## config.mk

```make
export PLATFORM = sky130hd
export DESIGN_NAME = mem_stage
export DESIGN_NICKNAME = d
export VERILOG_FILES = /design/src/rtl/mem_stage.sv
export SDC_FILE = /design/constraint.sdc
export NUM_CORES = 1
export LEC_CHECK = 0
export CAP_MARGIN = 10
export CORE_ASPECT_RATIO = 1.1
export CORE_MARGIN = 10
export CORE_UTILIZATION = 42
export CTS_CLUSTER_DIAMETER = 150
export DETAILED_ROUTE_END_ITERATION = 7
export MAX_ROUTING_LAYER = met4
export PLACE_DENSITY = 0.78
export SETUP_SLACK_MARGIN = 0.3
export SLEW_MARGIN = 20
export SYNTH_ARGS = -nofsm -noshare
export SYNTH_HDL_FRONTEND = slang
export SYNTH_SLANG_ARGS = --single-unit
```

## constraint.sdc

```tcl
create_clock -name clk -period 2.3 [get_ports clk]
set_input_delay 0.46 -clock clk [delete_from_list [all_inputs] [get_ports clk]]
set_output_delay 0.46 -clock clk [all_outputs]
set_load 0.05 [all_outputs]
```

## src/rtl/mem_stage.sv

```systemverilog
// Memory pipeline stage: EX/MEM capture, req/ack data-memory access with byte lanes,
// load extension and MEM/WB capture. Holds upstream while an access is outstanding.
module mem_stage #(
  parameter int DATA_WIDTH     = 32,
  parameter int ADDRESS_WIDTH  = 32,
  parameter int TIMEOUT_CYCLES = 255
) (
  input  logic                     clk,
  input  logic                     rst,
  input  logic                     valid_e,
  input  logic                     reg_write_e,
  input  logic [1:0]               res_src_e,
  input  logic                     mem_write_e,
  input  logic [2:0]               funct3_e,
  input  logic [DATA_WIDTH-1:0]    alu_result_e,
  input  logic [DATA_WIDTH-1:0]    write_data_e,
  input  logic [4:0]               rd_e,
  input  logic [ADDRESS_WIDTH-1:0] pc_plus4_e,
  output logic                     stall_m,
  output logic                     dmem_req,
  output logic                     dmem_we,
  output logic [ADDRESS_WIDTH-1:0] dmem_addr,
  output logic [DATA_WIDTH-1:0]    dmem_wdata,
  output logic [3:0]               dmem_be,
  input  logic                     dmem_ack,
  input  logic [DATA_WIDTH-1:0]    dmem_rdata,
  output logic                     valid_w,
  output logic                     reg_write_w,
  output logic [1:0]               res_src_w,
  output logic [DATA_WIDTH-1:0]    alu_result_w,
  output logic [DATA_WIDTH-1:0]    read_data_w,
  output logic [4:0]               rd_w,
  output logic [ADDRESS_WIDTH-1:0] pc_plus4_w,
  output logic                     misaligned_w,
  output logic                     bus_err_w
);

  localparam int CNT_W = $clog2(TIMEOUT_CYCLES + 1);

  typedef enum logic {S_IDLE, S_WAIT} state_t;

  state_t                     state;
  logic [CNT_W-1:0]           cnt;

  logic                       valid_m;
  logic                       reg_write_m;
  logic [1:0]                 res_src_m;
  logic                       mem_write_m;
  logic [2:0]                 funct3_m;
  logic [DATA_WIDTH-1:0]      alu_result_m;
  logic [DATA_WIDTH-1:0]      write_data_m;
  logic [4:0]                 rd_m;
  logic [ADDRESS_WIDTH-1:0]   pc_plus4_m;

  logic                       mem_op;
  logic                       aligned;
  logic                       misaligned;
  logic                       timeout;

  function automatic logic [DATA_WIDTH-1:0] load_extract(input logic [2:0] f3,
                                                         input logic [1:0] a,
                                                         input logic [DATA_WIDTH-1:0] w);
    logic signed [7:0]            sb;
    logic signed [15:0]           sh;
    logic signed [DATA_WIDTH-1:0] ext;
    sb = w[{a, 3'b000} +: 8];
    sh = w[{a[1], 4'b0000} +: 16];
    case (f3)
      3'b000:  ext = sb;
      3'b001:  ext = sh;
      3'b010:  ext = w;
      3'b100:  ext = {{(DATA_WIDTH-8){1'b0}}, sb};
      3'b101:  ext = {{(DATA_WIDTH-16){1'b0}}, sh};
      default: ext = '0;
    endcase
    return ext;
  endfunction

  function automatic logic [3:0] store_be(input logic [1:0] sz, input logic [1:0] a);
    case (sz)
      2'b00:   return 4'b0001 << a;
      2'b01:   return 4'b0011 << {a[1], 1'b0};
      2'b10:   return 4'b1111;
      default: return 4'b0000;
    endcase
  endfunction

  function automatic logic [DATA_WIDTH-1:0] store_data(input logic [1:0] sz,
                                                       input logic [DATA_WIDTH-1:0] d);
    case (sz)
      2'b00:   return {4{d[7:0]}};
      2'b01:   return {2{d[15:0]}};
      default: return d;
    endcase
  endfunction

  always_comb begin
    mem_op  = valid_m & (mem_write_m | (res_src_m == 2'b01));
    case (funct3_m[1:0])
      2'b01:   aligned = ~alu_result_m[0];
      2'b10:   aligned = (alu_result_m[1:0] == 2'b00);
      default: aligned = 1'b1;
    endcase
    misaligned = mem_op & ~aligned;
    timeout    = (state == S_WAIT) && (cnt == CNT_W'(TIMEOUT_CYCLES));
    // In WAIT the request stays up (EX/MEM is frozen) until ack or timeout abort.
    dmem_req   = (state == S_IDLE) ? (mem_op & aligned) : ~timeout;
    stall_m    = dmem_req & ~dmem_ack;
    dmem_we    = mem_write_m;
    dmem_addr  = {alu_result_m[ADDRESS_WIDTH-1:2], 2'b00};
    dmem_wdata = store_data(funct3_m[1:0], write_data_m);
    dmem_be    = mem_write_m ? store_be(funct3_m[1:0], alu_result_m[1:0]) : 4'b0000;
  end

  always_ff @(posedge clk) begin
    if (rst) begin
      state        <= S_IDLE;
      cnt          <= '0;
      valid_m      <= 1'b0;
      reg_write_m  <= 1'b0;
      res_src_m    <= '0;
      mem_write_m  <= 1'b0;
      funct3_m     <= '0;
      alu_result_m <= '0;
      write_data_m <= '0;
      rd_m         <= '0;
      pc_plus4_m   <= '0;
      valid_w      <= 1'b0;
      reg_write_w  <= 1'b0;
      res_src_w    <= '0;
      alu_result_w <= '0;
      read_data_w  <= '0;
      rd_w         <= '0;
      pc_plus4_w   <= '0;
      misaligned_w <= 1'b0;
      bus_err_w    <= 1'b0;
    end else begin
      case (state)
        S_IDLE: begin
          cnt <= '0;
          if (dmem_req && !dmem_ack) state <= S_WAIT;
        end
        default: begin
          if (timeout || dmem_ack) begin
            state <= S_IDLE;
            cnt   <= '0;
          end else begin
            cnt <= cnt + 1'b1;
          end
        end
      endcase

      // EX/MEM boundary
      if (!stall_m) begin
        valid_m      <= valid_e;
        reg_write_m  <= reg_write_e;
        res_src_m    <= res_src_e;
        mem_write_m  <= mem_write_e;
        funct3_m     <= funct3_e;
        alu_result_m <= alu_result_e;
        write_data_m <= write_data_e;
        rd_m         <= rd_e;
        pc_plus4_m   <= pc_plus4_e;
      end

      // MEM/WB boundary
      if (stall_m) begin
        valid_w      <= 1'b0;
        reg_write_w  <= 1'b0;
        misaligned_w <= 1'b0;
        bus_err_w    <= 1'b0;
      end else begin
        valid_w      <= valid_m;
        reg_write_w  <= reg_write_m & ~misaligned & ~timeout;
        res_src_w    <= res_src_m;
        alu_result_w <= alu_result_m;
        read_data_w  <= load_extract(funct3_m, alu_result_m[1:0], dmem_rdata);
        rd_w         <= rd_m;
        pc_plus4_w   <= pc_plus4_m;
        misaligned_w <= misaligned;
        bus_err_w    <= timeout;
      end
    end
  end

endmodule
```

; ---- After elaboration in Yosys (flattened, before gate mapping)
; Cells that the tools add are included.
[word_totals]
out_inout_bits = 178
elab_cells = 64
inputBits = 144
register_bits = 225
[op_classes]
reduce_logical = 9
shifts = 4
n_addsub = 1
bitwise = 13
eq_ne = 8
n_mux = 9
[ops]
columns = cell, n
row1 = case mux 32 bit (5 select lines), 1
row2 = case mux 32 bit (2 select lines), 1
row3 = variable part select 32 x 6 -> 16 bit, 1
row4 = variable part select 32 x 6 -> 8 bit, 1
row5 = case mux 4 bit (3 select lines), 1
row6 = adder 8 x 1 -> 8 bit (second input constant), 1
row7 = == test 8 bit (second input constant), 1
row8 = AND 1 bit, 6
row9 = == test 3 bit (second input constant), 2
row10 = inverter 1 bit, 6
row11 = == test 2 x 1 -> 1 bit (second input constant), 2
row12 = logical NOT 2 bit, 2
row13 = two-way mux 1 bit, 4
row14 = two-way mux 4 bit, 1
row15 = << shifter 1 x 2 -> 4 bit (first input constant), 1
row16 = << shifter 2 x 2 -> 4 bit (first input constant), 1
row17 = == test 3 x 1 -> 1 bit (second input constant), 1
row18 = == test 3 x 2 -> 1 bit (second input constant), 1
row19 = logical NOT 3 bit, 1
row20 = OR reduction 3 bit, 1
row21 = == test 2 bit (second input constant), 1
row22 = logical AND 1 bit, 2
row23 = case mux 1 bit (2 select lines), 1
row24 = OR reduction 2 bit, 1
row25 = 3 further kinds, 3

; ---- Longest topological paths before layout
[logic_depth]
depth_word = 8
ltp_mapped = 10
depth_no_buf = 8

; ---- Worst setup path before layout
; No wires, ideal clock.
[synth_path]
path_kind = register to output
start = reg funct3_m[1]
end = out dmem_be[2]
arrival_ns = 2.138
path_slack_ns = -0.298
path_stages_with_launch = 7
path_buffers = 2
required_time_ns = 1.840
cell_sequence = dfxtp_1 inv_1 ha_1 clkbuf_1 buf_1 o21ai_0 a21oi_1
[synth_between]
elab_chain_len = 3
elab_cells_between_ends = 5
cone_classes = 2 x eq/ne / 2 x mux / 1 x reduce/logical
[synth_lines]
columns = element, line_no
row1 = from (decl), 49  ; logic [2:0] funct3_m;
row2 = from (signal assigned), 159  ; funct3_m <= funct3_e;
row3 = == test 2 bit (tied with other cells), 80  ; case (sz)
row4 = case mux 4 bit (3 select lines) *, 80
row5 = two-way mux 4 bit *, 112  ; dmem_be = mem_write_m ? store_be(funct3_m[1:0], alu_result_m[1:0]) : 4'b0000;
row6 = to (decl), 24  ; output logic [3:0] dmem_be,
; Mark *: on every way between the ends. The rest lies on a longest branch, timed or not.

; ---- Worst setup path in the final report
[layout_path]
start = reg cnt[2]
end = out stall_m
[layout_between]
elab_chain_len = 5
[layout_lines]
columns = element, line_no
row1 = from (decl), 43  ; logic [CNT_W-1:0] cnt;
row2 = from (signal assigned), 148  ; cnt <= cnt + 1'b1;
row3 = == test 8 bit, 105  ; timeout = (state == S_WAIT) && (cnt == CNT_W'(TIMEOUT_CYCLES));
row4 = logical AND 1 bit, 105
row5 = inverter 1 bit, 107  ; dmem_req = (state == S_IDLE) ? (mem_op & aligned) : ~timeout;
row6 = two-way mux 1 bit, 107
row7 = AND 1 bit, 108  ; stall_m = dmem_req & ~dmem_ack;
row8 = to (decl), 19  ; output logic stall_m,
; Every way passes these cells.

==> parameters.txt <==
Parameter                              Value

Routing
  DRC violation total after the first TritonRoute iteration    1070
  Detailed-route vias per instance    6.19
  Routed wire length    47000 um
  Routed WL per cell    25.6 um
  Pre-antenna DRT Iters    6
  Detail Route Antenna Nets    0
  Number of design rule violations left after detail routing    0
  Overall via count from detail_route    11300

Floorplanning
  Die W    167 um
  Initial Utilization    0.431
  Die Span Y    181 um
  Total die area    0.0302 mm^2
  Floorplan Core Area    0.0231 mm^2
  Io pins    322
  Row count    58

Power
  Reported leakage power    6.67 nW
  Proportion of power drawn by flip-flops and latches    0.369
  Maximum resistive drop on vdd    693 uV
  Combinational Power Share    0.290
  Sw power    3.88 mW
  Switching power as a share of total power    0.329
  Relative contribution of the clock network to total power    0.341
  Cell-internal power    7.89 mW
  Pwr dens    673 mW/mm^2

Clock network
  Total clock buffers created by CTS    25
  Root Driver    clkbuf_16
  Clock-pin slew on the worst setup and hold paths    60 ps
  Clock net sink count    225
  CTS Hold Bufs    0
  Clk_lat worst skew    530 ps
  Max clock buf depth    3
  Count of H-tree levels built during CTS    1
  TritonCTS clock tree    done

Synthesis
  Most common library cells after synthesis    225 x dfxtp_1, 215 x a21oi_1, 203 x nand3_1
  Cell with the most instances after synthesis    dfxtp_1
  Post-Synthesis Cells    1204
  Synth async-reset ratio    0
  Synth top area share    0.453
  Distinct cell type count after synthesis    48
  Largest area contributor in the synthesized netlist    dfxtp_1
  Avg Synthesized Cell Area    8.25 um^2
  Dominant synthesized flop cell    dfxtp_1
  Number of flops mapped to enable cells by yosys    0
  Cells taking the most area after synthesis    dfxtp_1 45%, a21oi_1 11%, nand3_1 10%, o21ai_0 7.8%, buf_4 6.0%
  Syn Std Cell Area    0.00994 mm^2
  Register area share after synthesis    0.453
  Post-synthesis register bit count    225
  YS warnings    0

Timing
  Post-layout minimum cycle time    2410 ps
  Setup slack of the critical path after layout    -109 ps
  Setup tns final    -896 ps
  Transition time of the tightest slew-check pin    591 ps
  Final Slew Violations    0
  Max transition margin    0.607
  Setup repair after global routing missed its margin    yes
  Count of final setup violators    16
  Highest achievable clock rate    415 MHz
  Hold Fails Final Rpt    0
  Fraction of the cycle the final worst path needs    1.05
  Clock Skew    15.0 ps

Worst setup path
  Category of the most critical setup path    reg2out
  Crit path max fanout    4
  Data arrival time of the critical path    1950 ps
  Register-to-Register Setup Slack    50 ps
  Data required time at the worst endpoint    1840 ps
  Worst Setup End Kind    output pin
  Kind of start point of the critical path    register

Global route
  First-pass GRT wire length    61900 um
  Initial antenna violation count    16
  Maximum number of pins on one net before global-route repair    94
  Total routing usage reported by global routing    0.257
  Vias in the first global route    10600
  Total gr overflow    0

Cells and area
  Layout fillers    1512
  Share of the core filled with cells in the final layout    0.758
  Nets@finish    1649
  Relative area change from synthesis to final layout    76.1%
  Layout cell share with drive strength beyond 1    0.370

Status
  Violations in the final reports    negative setup slack
  Run status    finished with violations

Hold path
  Worst hold-check path type    in2reg

Job
  Maximum Capacitance Violations    0

Placement
  Port Buffer Count    319
  RePlAce Congestion    0.893
  HPWL reported at the end of detailed placement    24200 um
==> through the flow <==
stage                     instance area, um^2  power [mW]  hold slack [ps]  cells  setup WS [ps]
after CTS                               15600        11.3              324   1788           -108
after global placement                  13300        6.90              446   1696            134
after detailed placement                13300        6.93              452   1696            108
final                                   17500        11.8              381   1833           -109
after global routing                    17500        12.1              386   1833           -172
after floorplan                         10100        5.96              437   1205            205
==> layout by cell type, fill, tap and decap left out, drive strengths merged, types with 17 or more instances in the layout <==
cell type	netlist	final
a21oi	216	216
dlygate4sd2	0	140
nor2	26	26
nand3	203	203
o21ai	201	201
a221oi	17	17
clkbuf	59	51
buf	113	139
dfxtp	225	225
nand2	35	35
clkdlybuf4s50	0	142
==> timing repair <==
item                                   in CTS  in global routing
gates cloned                               22                 14
pin swaps                                 197                255
buffers inserted                           26                 15
setup endpoints to repair                 325                244
endpoints found under the hold margin       0                  0
gates resized for setup                   479                320
==> registers in the layout (all words and copies together) (netlist names), 2 cells and up <==
signal        flops
alu_result_m     32
alu_result_w     32
pc_plus4_m       32
pc_plus4_w       32
read_data_w      32
write_data_m     32
cnt               8
rd_m              5
rd_w              5
funct3_m          3
res_src_m         2
res_src_w         2
==> cell families after synthesis <==
kind of cell             after synthesis  share of synthesized area
AND/OR/NAND/NOR                      297                      0.147
multiplexers                          16                     0.0191
XOR/XNOR                               6                    0.00529
other                                  1                   0.000377
AO/OA/AOI/OAI                        477                      0.266
flip-flops                           225                      0.453
adder cells (fa/ha/maj)                5                    0.00629
buffers and inverters                177                      0.103
==> critical path, cell delays in order (launching register included) <==
cell and delay, ps:
dfxtp_1 390, and3_2 280, nand4_4 160, nor2b_4 200, nand2_4 90, clkinvlp_4 120, buf_12 170
==> cell type report <==
class	instances	area (um^2)	share of cell area
Multi-Input combinational cell	803	6380	0.365
Sequential cell	225	4520	0.258
Timing Repair Buffer	440	5350	0.306
Clock inverter	5	78.8	0.00450
Tap cell	300	375	0.0215
Antenna cell	16	40.0	0.00229
Inverter	5	32.5	0.00186
Clock buffer	39	728	0.0416
==> power by group through the flow <==
stage / sequential (mW) / clock, mW / combinational (mW)
detailed placement: 4.38 / 0 / 2.55
CTS: 4.31 / 4.03 / 2.93
global route: 4.37 / 4.20 / 3.54
global placement: 4.37 / 0 / 2.53
finish: 4.34 / 4.01 / 3.41
floorplan: 4.76 / 0 / 1.21
==> path summary, 6_finish.rpt <==
path / start / to / cells past startpoint
hold / removal: rst / write_data_m[7] / 2
setup reg to reg: funct3_m[0] / alu_result_m[5] / 14
setup / recovery: cnt[2] / stall_m / 6
hold reg to reg: alu_result_w[19] / alu_result_w[19] / 2
==> metal layers <==
metal | wire [um] | GRT usage
met5 | 0 | -
met4 | 2090 | 0.106
met1 | 17800 | 0.299
met2 | 22600 | 0.405
met3 | 4480 | 0.0784
No activity file was read; power rests on OpenSTA's default activity.
